==> src/rtl/mem_port_arbiter.sv <==
// Two-requester arbiter sharing one registered-read memory port (IDLE -> ACCESS -> RESP).
// Define ARB_FIXED_PRIO_EN to make requester 0 win every tie instead of round-robin.
module mem_port_arbiter #(
    parameter int DATA_WIDTH = 16,
    parameter int ADDR_WIDTH = 10
) (
    input  logic                  clk,
    input  logic                  reset,
    input  logic                  req0,
    input  logic                  req1,
    input  logic                  we0,
    input  logic                  we1,
    input  logic [ADDR_WIDTH-1:0] addr0,
    input  logic [ADDR_WIDTH-1:0] addr1,
    input  logic [DATA_WIDTH-1:0] wdata0,
    input  logic [DATA_WIDTH-1:0] wdata1,
    output logic                  gnt0,
    output logic                  gnt1,
    output logic                  rvalid0,
    output logic                  rvalid1,
    output logic [DATA_WIDTH-1:0] rdata0,
    output logic [DATA_WIDTH-1:0] rdata1,
    output logic [ADDR_WIDTH-1:0] mem_addr,
    output logic [DATA_WIDTH-1:0] mem_data,
    output logic                  mem_we,
    input  logic [DATA_WIDTH-1:0] mem_out
);

    typedef enum logic [1:0] {IDLE, ACCESS, RESP} state_t;

    state_t                  state_q, state_d;
    logic                    win_q, win_d;
    logic                    rd_q, rd_d;
    logic                    gnt0_q, gnt0_d, gnt1_q, gnt1_d;
    logic                    rvalid0_q, rvalid0_d, rvalid1_q, rvalid1_d;
    logic                    mem_we_q, mem_we_d;
    logic [ADDR_WIDTH-1:0]   mem_addr_q, mem_addr_d;
    logic [DATA_WIDTH-1:0]   mem_data_q, mem_data_d;
    logic [DATA_WIDTH-1:0]   rdata0_q, rdata0_d, rdata1_q, rdata1_d;
    logic                    win_sel;

`ifdef ARB_FIXED_PRIO_EN
    assign win_sel = !req0;
`else
    logic last_q, last_d;

    // last_q is the most recently granted requester; the other one wins a tie.
    assign win_sel = (req0 && req1) ? !last_q : !req0;
`endif

    always_comb begin
        state_d    = state_q;
        win_d      = win_q;
        rd_d       = rd_q;
        gnt0_d     = 1'b0;
        gnt1_d     = 1'b0;
        rvalid0_d  = 1'b0;
        rvalid1_d  = 1'b0;
        mem_we_d   = 1'b0;
        mem_addr_d = mem_addr_q;
        mem_data_d = mem_data_q;
        rdata0_d   = rdata0_q;
        rdata1_d   = rdata1_q;
`ifndef ARB_FIXED_PRIO_EN
        last_d     = last_q;
`endif
        case (state_q)
            IDLE: begin
                if (req0 || req1) begin
                    state_d    = ACCESS;
                    win_d      = win_sel;
                    rd_d       = win_sel ? !we1 : !we0;
                    mem_addr_d = win_sel ? addr1 : addr0;
                    mem_data_d = win_sel ? wdata1 : wdata0;
                    mem_we_d   = win_sel ? we1 : we0;
                    gnt0_d     = !win_sel;
                    gnt1_d     = win_sel;
`ifndef ARB_FIXED_PRIO_EN
                    last_d     = win_sel;
`endif
                end
            end
            ACCESS: state_d = RESP;
            RESP: begin
                // mem_out now reflects the address presented during ACCESS.
                state_d = IDLE;
                if (rd_q) begin
                    if (win_q) begin
                        rdata1_d  = mem_out;
                        rvalid1_d = 1'b1;
                    end else begin
                        rdata0_d  = mem_out;
                        rvalid0_d = 1'b1;
                    end
                end
            end
            default: state_d = IDLE;
        endcase
    end

    always_ff @(posedge clk) begin
        if (reset) begin
            state_q    <= IDLE;
            win_q      <= 1'b0;
            rd_q       <= 1'b0;
            gnt0_q     <= 1'b0;
            gnt1_q     <= 1'b0;
            rvalid0_q  <= 1'b0;
            rvalid1_q  <= 1'b0;
            mem_we_q   <= 1'b0;
            mem_addr_q <= '0;
            mem_data_q <= '0;
            rdata0_q   <= '0;
            rdata1_q   <= '0;
`ifndef ARB_FIXED_PRIO_EN
            last_q     <= 1'b1;
`endif
        end else begin
            state_q    <= state_d;
            win_q      <= win_d;
            rd_q       <= rd_d;
            gnt0_q     <= gnt0_d;
            gnt1_q     <= gnt1_d;
            rvalid0_q  <= rvalid0_d;
            rvalid1_q  <= rvalid1_d;
            mem_we_q   <= mem_we_d;
            mem_addr_q <= mem_addr_d;
            mem_data_q <= mem_data_d;
            rdata0_q   <= rdata0_d;
            rdata1_q   <= rdata1_d;
`ifndef ARB_FIXED_PRIO_EN
            last_q     <= last_d;
`endif
        end
    end

    assign gnt0     = gnt0_q;
    assign gnt1     = gnt1_q;
    assign rvalid0  = rvalid0_q;
    assign rvalid1  = rvalid1_q;
    assign rdata0   = rdata0_q;
    assign rdata1   = rdata1_q;
    assign mem_addr = mem_addr_q;
    assign mem_data = mem_data_q;
    assign mem_we   = mem_we_q;

endmodule

==> config.mk <==
export PLATFORM = sky130hd
export DESIGN_NAME = mem_port_arbiter
export DESIGN_NICKNAME = d
export VERILOG_FILES = /design/src/rtl/mem_port_arbiter.sv
export SDC_FILE = /design/constraint.sdc
export NUM_CORES = 1
export LEC_CHECK = 0
export ABC_CLOCK_PERIOD_IN_PS = 1360
export BUFFER_PORTS_ARGS = -buffer_cell sky130_fd_sc_hd__buf_2
export CORE_ASPECT_RATIO = 1.4
export CORE_UTILIZATION = 40
export DETAILED_ROUTE_END_ITERATION = 7
export GPL_TIMING_DRIVEN = 0
export PLACE_DENSITY = 0.72
export SYNTH_ARGS = -nofsm -noshare
export SYNTH_HDL_FRONTEND = slang
export SYNTH_SLANG_ARGS = --single-unit
export TNS_END_PERCENT = 20
==> constraint.sdc <==
create_clock -name clk -period 1.36 [get_ports clk]
set_clock_uncertainty 0.2 [all_clocks]
set_input_delay 0.068 -clock clk [delete_from_list [all_inputs] [get_ports clk]]
set_output_delay 0.068 -clock clk [all_outputs]
set_load 0.01 [all_outputs]
==> run summary <==
Outcome = finished with violations
Violated checks = hold timing, setup timing
First-pass DRT Iterations = 4
Clk pin slew, worst setup/hold paths = 0.08 ns
Clk_lat worst skew = 0.34 ns
Largest net degree at the start of global routing = 12
P per Cell Area = 1120 nW/µm²
Total global-route track usage = 27.9%
CP max stage cell = dfxtp_4
Yosys top cell area share = 52.8%
Top cells by count, synth = nand2_1 (119), dfxtp_1 (68), a21oi_1 (33), nor2_1 (33), a311oi_1 (26)
Final wirelength = 10.2 mm
DR iter-0 viols = 170
Vias = 3344
Design Power = 5.30 mW
Design area = 4740 µm²
MaxCap Viol Count = 0
Initial antenna violation count = 0
Register area share after synthesis = 52.8%
Top-count cell post-synth = nand2_1
Top Ports = 137
Crit path kind = reg -> reg
Drt wl/cell = 16.1 µm
Post-route insts no fill = 635
Chip Height = 97.0 µm
Hold path start = req1
Worst Path Required = 1.39 ns
Worst-margin pin slew = 0.625 ns
Fmax = 633 MHz
Synthesis Warnings = 0
Global-route wire length before repair = 15.0 mm
Syn Std Cell Area = 2580 µm²
Syn avg cell area = 8.03 µm²
Fin util = 76.3%
# clock sinks = 68
Diodes inserted = 0
Max Slew Vio Count = 0
Hold Vio Cnt, Final = 1
Post-synthesis sequential element count = 68
Post-synth EDFFs = 0
Worst R2R Start = state_q[0]
Area Overhead vs Synth = 83.9%
CTS Buf Count = 9
Core area = 6210 µm²
Post-synth top flop = dfxtp_1
Clock buffer depth = 2
Worst-path fanout max = 10
Nets = 632
Gr ovfl total = 0
Synth area leader = dfxtp_1
Layout cells sized above 1 = 39.8%
DP HPWL = 5.18 mm
PortBufs = 135
Antenna Nets Post-Route = 0
CTS tree = done
Number of global-route vias before repair = 3298
Worst rel slew slack = 58.3%
DR vias/cell = 5.27
Asr flop ratio synth = 0%
Starting Density = 41.5%
Largest cells by area after synthesis = dfxtp_1 (53%), nand2_1 (17%), a311oi_1 (8.8%), a21oi_1 (6.4%), nor2_1 (4.8%)
Placer Congestion = 0.762
Leakage = 2.18 nW
CP cell instances = nor2_4 > o21a_1 > buf_6 > buf_8 > nor2_1 > a311oi_1
H-tree level count = 3
Clk root buf = clkbuf_8
Unrepaired setup endpoints after global routing = true
Fin Hold WS = -0.00734 ns
Post-synthesis net count = 395
Max incr delay on CP = 0.37 ns
Row cnt = 34
Final worst setup slack = -0.219 ns
CP startpoint = state_q[0]
DIE AREA = 6770 µm²
Chip width = 69.8 µm
VDD IR max = 0.988 mV
Syn Inst Count = 321
Dpl cell area = 3360 µm²
Count of cell types in the netlist = 22
Minimum clock period = 1.58 ns
Fin crit share = 116%
CP startpoint kind = flop
DRC viols = 0
CP arrival = 1.61 ns
Setup violations, final = 61
CP Capture Type = flop
HP Class = in -> reg
DP Cell Count = 528
metal layers:
| metal | GRT usage [%] | share of wire (%) | up-vias |
|---|---|---|---|
| met1 | 29.1 | 37 | 1537 |
| li1 | - | - | 1560 |
| met2 | 50.9 | 52 | 209 |
| met3 | 7.08 | 8.0 | 38 |
| met4 | 13.5 | 3.1 | 0 |
| met5 | 0 | 0 | - |
timing repair:
action,4_1_cts,5_1_grt
resized for setup,41,33
gates cloned,1,3
pin swaps,17,31
endpoints found under the setup margin,60,63
buffers inserted,13,7
hold buffers,69,0
hold endpoints to repair,61,0
sequential cells by signal (all words and copies together), names as in the netlist:
signal    flops
mem_data     16
rdata0       16
rdata1       16
mem_addr     10
state_q       2
gnt0          1
gnt1          1
last_q        1
mem_we        1
rd_q          1
rvalid0       1
rvalid1       1
win_q         1
critical path, delay by kind of cell, from the launching register on:
kind / cells / cell delay [ns]
AO/OA/AOI/OAI: 2 / 0.43
buffers and inverters: 2 / 0.31
AND/OR/NAND/NOR: 2 / 0.17
flip-flops: 1 / 0.37
metrics by stage:
step / worst slack (ns) / TNS, ns
6_report: -0.219 / -5.17
3_5_place_dp: -0.316 / -12.42
4_1_cts: -0.142 / -5.69
2_1_floorplan: -0.0569 / -1.76
5_1_grt: -0.287 / -8.87
3_3_place_gp: -0.290 / -10.79
layout by cell type, fill, tap and decap left out, types with 4 or more instances in the layout:
master,count
buf_8,5
clkbuf_8,11
nand2_4,4
dfxtp_1,63
a311oi_2,4
clkbuf_1,8
nand2_2,7
buf_6,11
nor2_1,30
nor3_1,4
a311oi_1,22
a21oi_1,27
buf_4,18
dlygate4sd3_1,69
a21oi_2,6
nand2_1,108
buf_2,135
where the power goes:
group          leakage [nW]  switching (mW)  internal (mW)
Combinational          1.49           0.492          0.523
Clock                 0.127           0.774           1.32
Sequential            0.557          0.0836           2.11
Total                  2.18            1.35           3.95
path summary, 6_finish.rpt:
path | to | slack [ns] | cells after the start
setup / recovery | mem_addr[1] | -0.22 | 6
hold / removal | state_q[0] | -0.007 | 3
setup reg to reg | mem_addr[1] | -0.22 | 6
hold reg to reg | rdata0[7] | 0.25 | 2
cell families (layout without fill, tap and decap cells):
| kind of cell | count (synthesis) | in the layout | synth area share (%) |
|---|---|---|---|
| AOI/OAI and AO/OA | 64 | 64 | 16.7 |
| buffers and inverters | 25 | 267 | 5.10 |
| DFF | 68 | 68 | 52.8 |
| and+or+nand+nor | 164 | 164 | 25.4 |
layout make-up:
class	count	area, µm²
timing repair buffer	228	1610
fill	391	1470
sequential	68	1370
multi-input combinational	228	1220
buffer	23	196
clock buffer	12	155
clock inverter	4	95.1
tap	72	90.1
No activity file was read; power rests on OpenSTA's default activity.
